===== src/rtl/craps_roll_sequencer.sv =====
// Craps game sequencer: turns a roll button into dice throws, feeds sums to the
// outcome FSM, reads its verdict back, and keeps the point and win/loss tallies.
module craps_roll_sequencer #(
  parameter int MIN_ROLL_CYCLES = 4,
  parameter int CNT_W           = 8
) (
  input  logic             i_clk,
  input  logic             i_reset,
  input  logic             i_roll,
  input  logic             i_new_game,
  input  logic [1:0]       i_state,
  output logic [3:0]       o_sum,
  output logic             o_sum_valid,
  output logic [3:0]       o_point,
  output logic             o_point_valid,
  output logic [2:0]       o_die_a,
  output logic [2:0]       o_die_b,
  output logic             o_busy,
  output logic             o_game_over,
  output logic [CNT_W-1:0] o_wins,
  output logic [CNT_W-1:0] o_losses
);

  typedef enum logic [2:0] {
    S_IDLE, S_ROLLING, S_SETTLE, S_DECIDE, S_DONE
  } state_t;

  localparam int              HOLD_W   = $clog2(MIN_ROLL_CYCLES + 1);
  localparam logic [HOLD_W-1:0] HOLD_MAX = HOLD_W'(MIN_ROLL_CYCLES);

  state_t             r_state, w_next_state;
  logic               r_roll_prev;
  logic [HOLD_W-1:0]  r_hold_cnt;
  logic [2:0]         r_die_a, r_die_b;
  logic [3:0]         r_sum, r_point;
  logic               r_sum_valid, r_point_valid;
  logic [CNT_W-1:0]   r_wins, r_losses;

  logic w_roll_edge, w_start, w_advance, w_throw, w_set_point, w_win, w_loss, w_clear;

  assign w_roll_edge = i_roll & ~r_roll_prev;

  // NOTE: every output of this block gets a default first so no path leaves a
  // signal unassigned, which would otherwise infer a latch.
  always_comb begin
    w_next_state = r_state;
    w_start      = 1'b0;
    w_advance    = 1'b0;
    w_throw      = 1'b0;
    w_set_point  = 1'b0;
    w_win        = 1'b0;
    w_loss       = 1'b0;
    w_clear      = 1'b0;
    if (i_new_game) begin
      w_clear      = 1'b1;
      w_next_state = S_IDLE;
    end else begin
      case (r_state)
        S_IDLE: begin
          if (w_roll_edge) begin
            w_start      = 1'b1;
            w_next_state = S_ROLLING;
          end
        end
        S_ROLLING: begin
          if (i_roll) begin
            w_advance = 1'b1;
          end else if (r_hold_cnt >= HOLD_MAX) begin
            w_throw      = 1'b1;
            w_next_state = S_SETTLE;
          end else begin
            w_next_state = S_IDLE;
          end
        end
        S_SETTLE: w_next_state = S_DECIDE;
        S_DECIDE: begin
          case (i_state)
            2'b01: begin
              w_set_point  = ~r_point_valid;
              w_next_state = S_IDLE;
            end
            2'b10: begin
              w_win        = 1'b1;
              w_next_state = S_DONE;
            end
            2'b11: begin
              w_loss       = 1'b1;
              w_next_state = S_DONE;
            end
            // Outcome FSM still claims come-out after a throw: drop it and wait.
            default: w_next_state = S_IDLE;
          endcase
        end
        S_DONE:  w_next_state = S_DONE;
        default: w_next_state = S_IDLE;
      endcase
    end
  end

  // NOTE: sequential state is updated with non-blocking assignments so every
  // register samples pre-edge values regardless of statement order.
  always_ff @(posedge i_clk) begin
    if (i_reset) r_state <= S_IDLE;
    else         r_state <= w_next_state;
  end

  always_ff @(posedge i_clk) begin
    if (i_reset) begin
      r_roll_prev   <= 1'b0;
      r_hold_cnt    <= '0;
      r_die_a       <= 3'd1;
      r_die_b       <= 3'd1;
      r_sum         <= 4'd0;
      r_sum_valid   <= 1'b0;
      r_point       <= 4'd0;
      r_point_valid <= 1'b0;
      r_wins        <= '0;
      r_losses      <= '0;
    end else begin
      r_roll_prev <= i_roll;
      r_sum_valid <= w_throw;

      if (w_start)                                r_hold_cnt <= '0;
      else if (w_advance && r_hold_cnt != HOLD_MAX) r_hold_cnt <= r_hold_cnt + 1'b1;

      // Die B steps only when die A wraps, so the pair walks all 36 faces.
      if (w_advance) begin
        r_die_a <= (r_die_a == 3'd6) ? 3'd1 : r_die_a + 3'd1;
        if (r_die_a == 3'd6) r_die_b <= (r_die_b == 3'd6) ? 3'd1 : r_die_b + 3'd1;
      end

      if (w_clear) begin
        r_sum         <= 4'd0;
        r_point       <= 4'd0;
        r_point_valid <= 1'b0;
      end else begin
        if (w_throw) r_sum <= {1'b0, r_die_a} + {1'b0, r_die_b};
        if (w_set_point) begin
          r_point       <= r_sum;
          r_point_valid <= 1'b1;
        end
      end

      if (w_win  && r_wins   != '1) r_wins   <= r_wins + 1'b1;
      if (w_loss && r_losses != '1) r_losses <= r_losses + 1'b1;
    end
  end

  assign o_sum         = r_sum;
  assign o_sum_valid   = r_sum_valid;
  assign o_point       = r_point;
  assign o_point_valid = r_point_valid;
  assign o_die_a       = r_die_a;
  assign o_die_b       = r_die_b;
  assign o_busy        = (r_state == S_ROLLING) || (r_state == S_SETTLE) || (r_state == S_DECIDE);
  assign o_game_over   = (r_state == S_DONE);
  assign o_wins        = r_wins;
  assign o_losses      = r_losses;

endmodule

===== config.mk =====
export PLATFORM = sky130hd
export DESIGN_NAME = craps_roll_sequencer
export DESIGN_NICKNAME = d
export VERILOG_FILES = /design/src/rtl/craps_roll_sequencer.sv
export SDC_FILE = /design/constraint.sdc
export NUM_CORES = 1
export LEC_CHECK = 0
export BUFFER_PORTS_ARGS = -buffer_cell sky130_fd_sc_hd__buf_4
export CORE_MARGIN = 3
export CORE_UTILIZATION = 25
export CTS_CLUSTER_DIAMETER = 100
export DETAILED_ROUTE_END_ITERATION = 8
export MAX_ROUTING_LAYER = met4
export PLACE_DENSITY_LB_ADDON = 0.05
export SLEW_MARGIN = 20
export SYNTH_ARGS = -nofsm -noshare
export SYNTH_HDL_FRONTEND = slang
export SYNTH_SLANG_ARGS = --single-unit

===== constraint.sdc =====
create_clock -name i_clk -period 2.4 [get_ports i_clk]
set_input_delay 0 -clock i_clk [delete_from_list [all_inputs] [get_ports i_clk]]
set_output_delay 0 -clock i_clk [all_outputs]
set_load 0.01 [all_outputs]

== After elaboration in Yosys (flattened, before gate mapping) ==
Index checks and enable logic that the tools add are counted.
Storage, ports and cells
  bits in registers: 39
  bits of input ports: 6
  output and inout port bits: 34
  logic and storage cells: 74
Operators by class
  $add $sub $neg: 6
  $lt $le $gt $ge: 1
  equality and inequality tests: 14
  mux-type cells: 27
  bitwise gates (word level): 3
  reductions and logical operators: 12
Operators with widths (count)
  $mux W1: 20
  $add A8 B1 Y8 const B: 2
  $ne A8 B8 Y1 const B: 2
  $mux W3: 5
  $pmux W3 S5: 1
  $add A3 B1 Y3 const B: 3
  $eq A3 B3 Y1 const B: 3
  $reduce_or A2 Y1: 4
  $eq A3 B2 Y1 const B: 2
  $add A3 B3 Y4: 1
  $eq A2 B2 Y1 const B: 2
  $ne A2 B2 Y1 const B: 2
  $reduce_and A2 Y1: 2
  $eq A3 B1 Y1 const B: 1
  $ge A3 B3 Y1 const B: 1
  $logic_and A1 B1 Y1: 3
  $logic_not A3 Y1: 1
  $ne A3 B3 Y1 const B: 1
  $eq A2 B1 Y1 const B: 1
  $logic_or A1 B1 Y1: 2
  $mux W2: 1
  $not A1 Y1: 2
  $and A1 B1 Y1: 1

== Logic depth before layout (Yosys ltp) ==
  depth after elaboration: 6
  gate-level depth with buffers: 6
  depth with buffers taken out: 6

== Least setup slack after synthesis ==
Ideal clock, no wire load.
  path type: reg-to-reg
  start point: reg r_losses[0], in the netlist o_losses[0]
  end point: reg r_losses[7], in the netlist o_losses[7]
  setup time: 0.070 ns
  data arrival time: 1.732 ns
  setup slack: 0.598 ns
  cell stages (with the launch flop): 6
  path buffers: 0
  period minus slack after synthesis: 1.802 ns
  path through: dfxtp_1 > ha_1 > and3_1 > a2111o_1 > or4_1 > a21oi_1
On the way
  longest elaborated chain between the ends: 2
  elaborated cells on any way between the ends: 3
  those cells by class: add/sub: 1; eq/ne: 1; reduce/logical: 1
Ends and longest elaborated chain
  from (decl): line 37  | logic [CNT_W-1:0] r_wins, r_losses;
  from (signal assigned): line 145  | if (w_loss && r_losses != '1) r_losses <= r_losses + 1'b1;
  branches (longest 2 deep; another with $add A8 B1 Y8)
Parallel ways; which one is timed is not known.
A chain may end at the register's enable or synchronous reset.

== Worst setup path in the final report ==
  start point: reg r_state[1]
  end point: reg r_wins[7], in the netlist o_wins[7]
On the way
  longest elaborated chain between the ends: 4
Ends and longest elaborated chain
  from (decl): line 31  | state_t r_state, w_next_state;
  from (signal assigned): line 104  | else r_state <= w_next_state;
  $eq A3 B2 Y1: line 58  | case (r_state)
  $mux W1: line 58
  $mux W1: line 54  | if (i_new_game) begin
  $logic_and A1 B1 Y1: line 144  | if (w_win && r_wins != '1) r_wins <= r_wins + 1'b1;
  to (signal assigned): line 144
  to (decl): line 37
Every way passes these cells.

==> run_results.csv <==
group,metric,value,unit
timing,worstMarginPinSlew,0.6585,ns
die,rows,31,
die,dieArea,8636,µm²
yosys,synth.area.top_cells,"dfxtp_1 41%, mux2i_1 5.8%, nor2_1 5.6%, ha_1 4.6%, a21oi_1 3.2%",
global_route,grt.overflow.total,0,
clocking,post-cts-setup-buffers,0,
global_route,grt_use_met1,17.02,%
yosys,syn_area_per_cell,9.127,µm²
yosys,synth-async-reset-ratio,0,%
finish,post-route-util,32.86,%
clocking,clk_pin_slew,0.09,ns
global_route,top_usage_layer,"met1",
yosys,synth-seq-cells,39,
clocking,cts-resized-gates,0,
die,die_h,92.93,µm
detailed_routing,wire_per_inst,13.43,µm
global_route,grtUsageTotal,12.10,%
job,maxCapViolCount,0,
finish,antenna_cells,0,
placed_design,hpwl,3302,µm
clocking,clockBufferDepth,2,
clocking,cts_root_buffer,"clkbuf_8",
finish,seqCellArea,780.7,µm²
timing,layout_min_cycle_time,1.898,ns
pwr,p_switching,0.0002811,W
placed_design,port_buffers,39,
global_route,grt_pass1_wl,8107,µm
yosys,syn-cell-area,1889,µm²
die,start_util,25.91,%
detailed_routing,drc,0,
critical_path,cp.required,2.64,ns
yosys,synthTopCellsByCount,"39 x dfxtp_1, 28 x nor2_1, 12 x a21oi_1, 11 x mux2i_1",
global_route,grt_util_met3,3.899,%
timing,fmax,527.0,MHz
finish,area_delta_synth_final,26.82,%
timing,tns,0,ns
timing,setup_viol,0,
global_route,grt_max_degree,27,
clocking,cts_inserted_buffers,5,
detailed_routing,first_pass_iters,4,
critical_path,worst-path-max-fanout,12,
run_status,outcome,"complete, no violations",
critical_path,worst_setup_path_start_kind,"flop",
global_route,grt_pass1_vias,1612,
clocking,cts_tree,"yes",
detailed_routing,drt-vias-per-instance,4.509,
pwr,ir_drop,0.2338,mV
clocking,cts_max_level,2,
pwr,clkPwrFrac,39.2,%
timing,min_period_over_period,79.07,%
detailed_routing,drtIter0Drc,39,
critical_path,critPathArrivalTime,2.13,ns
pwr,combPwrFrac,4.3,%
finish,fill_cells,810,
finish,final_nets,264,
min_path,hp-class,"in2reg",
yosys,ys_types,42,
yosys,synth.largest_area_cell,"dfxtp_1",
detailed_routing,drt_wl_total,4699,µm
yosys,syn-instance-count,207,
yosys,syn_nets,221,
yosys,ys.flop_type,"dfxtp_1",
yosys,synth-edff-count,0,
clocking,clock_latency,0.30,ns
die,ios,40,
pwr,p_int,0.0008731,W
pwr,power.share.sequential,56.5,%
global_route,antenna_found_initial,0,
critical_path,worstSetupPathType,"reg2reg",
timing,skew,0.008888,ns
yosys,seq_area_frac_synth,41.32,%
finish,drive_gt1_share,21.12,%
detailed_routing,vias,1578,
pwr,leakagePower,0.8962,nW
yosys,yosysMostFrequentCell,"dfxtp_1",
global_route,grt.met2_usage,16.68,%
timing,rsz0062_at_grt,"no",
yosys,yosysWarnings,0,
finish,multi_input_area,1052,µm²
die,design.core.area,7292,µm²
detailed_routing,ant_nets,0,
timing,slew_headroom,55.50,%
timing,finalHoldViolCount,0,
placed_design,finalWeightedCongestion,0.7086,
yosys,synth_top_area_share,41.32,%
pwr,power_density,481.7,nW/µm²
die,die_w,92.93,µm
pwr,switching_share,24.36,%
clocking,cts_sinks,39,
timing,report.final.slew_viol_count,0,
critical_path,ff2ff_setup_slack,0.50,ns
critical_path,end_kind,"flop",
## placed cells by master (no fill, tap or decap), types with 6 or more instances in the layout
cell type / netlist / routed
ha_1: 7 / 7
nand3_1: 9 / 9
buf_4: 0 / 40
a211oi_1: 6 / 6
o21ai_0: 7 / 7
nand2_1: 9 / 9
a21oi_1: 12 / 12
nor2_1: 28 / 28
dfxtp_1: 39 / 39
mux2i_1: 11 / 11
inv_1: 9 / 9
nand2b_1: 7 / 7
## metal layers
metal | wire length (µm) | share of wire [%] | up-vias
li1 | - | - | 832
met1 | 2460 | 52 | 716
met2 | 1991 | 42 | 24
met3 | 203 | 4.3 | 6
met4 | 44 | 0.94 | 0
met5 | 0 | 0 | -
## area by class of cell
class | instances | area share, %
clock buffers | 6 | 3.029
repair buffers | 42 | 13.37
multi-input cells | 153 | 43.92
inverters | 9 | 1.410
well taps | 99 | 5.170
clock inverters | 2 | 0.5222
flip-flops and latches | 39 | 32.58
## power by group through the flow
stage               clock, W  combinational, W  sequential (W)
floorplan                  0         0.0000276        0.000667
global placement           0         0.0000482        0.000668
detailed placement         0         0.0000476        0.000668
CTS                 0.000481         0.0000504        0.000652
global route        0.000514         0.0000561        0.000653
finish              0.000452         0.0000494        0.000652
## critical path: stages (launching register included)
cell and delay [ns]:
dfxtp_1 0.56, and4bb_2 0.39, o311ai_4 0.20, or4b_1 0.54
a21oi_1 0.15
## cells by family after synthesis
kind of cell | after synthesis | synth area share, %
xor+xnor | 8 | 3.709
flops | 39 | 41.32
mux | 11 | 5.828
simple gates | 89 | 26.49
buf+inv | 15 | 2.980
fa+ha+maj | 8 | 5.695
compound gates | 37 | 13.97
## stage by stage
| step | total power, W | setup slack (ns) | hold WS, ns | area (µm²) | cells |
|---|---|---|---|---|---|
| after global routing | 0.001223 | 0.3650 | 0.04497 | 2396 | 350 |
| final | 0.001154 | 0.5024 | 0.04715 | 2396 | 350 |
| after global placement | 0.0007161 | 0.5507 | 0.2645 | 2291 | 340 |
| after CTS | 0.001184 | 0.5111 | 0.04388 | 2396 | 350 |
| after detailed placement | 0.0007153 | 0.5242 | 0.2747 | 2291 | 340 |
| after floorplan | 0.0006945 | 0.5976 | 0.1282 | 1889 | 207 |
## path summary, 6_finish.rpt
kind / start / to / depth (start not counted)
min reg2reg: o_point[2]$_SDFFE_PP0P_ / o_point[2]$_SDFFE_PP0P_ / 2
max reg2reg: r_state[1]$_SDFFE_PP0P_ / o_wins[7]$_SDFFE_PP0P_ / 4
max: r_state[1]$_SDFFE_PP0P_ / o_wins[7]$_SDFFE_PP0P_ / 4
min: i_state[1] / r_state[2]$_SDFFE_PP0P_ / 3
## timing repair
item                                    4_1_cts  5_1_grt
hold buffers                                  2        0
endpoints found under the setup margin        0        0
hold endpoints to repair                      2        0
## state kept, by name, summed over array words and instances, names as in the netlist
register / count
o_point_valid: 1
o_wins: 8
r_state: 3
r_roll_prev: 1
o_losses: 8
o_die_b: 3
o_point: 4
r_hold_cnt: 3
o_die_a: 3
o_sum: 4
o_sum_valid: 1
No activity file was read; power rests on OpenSTA's default activity.
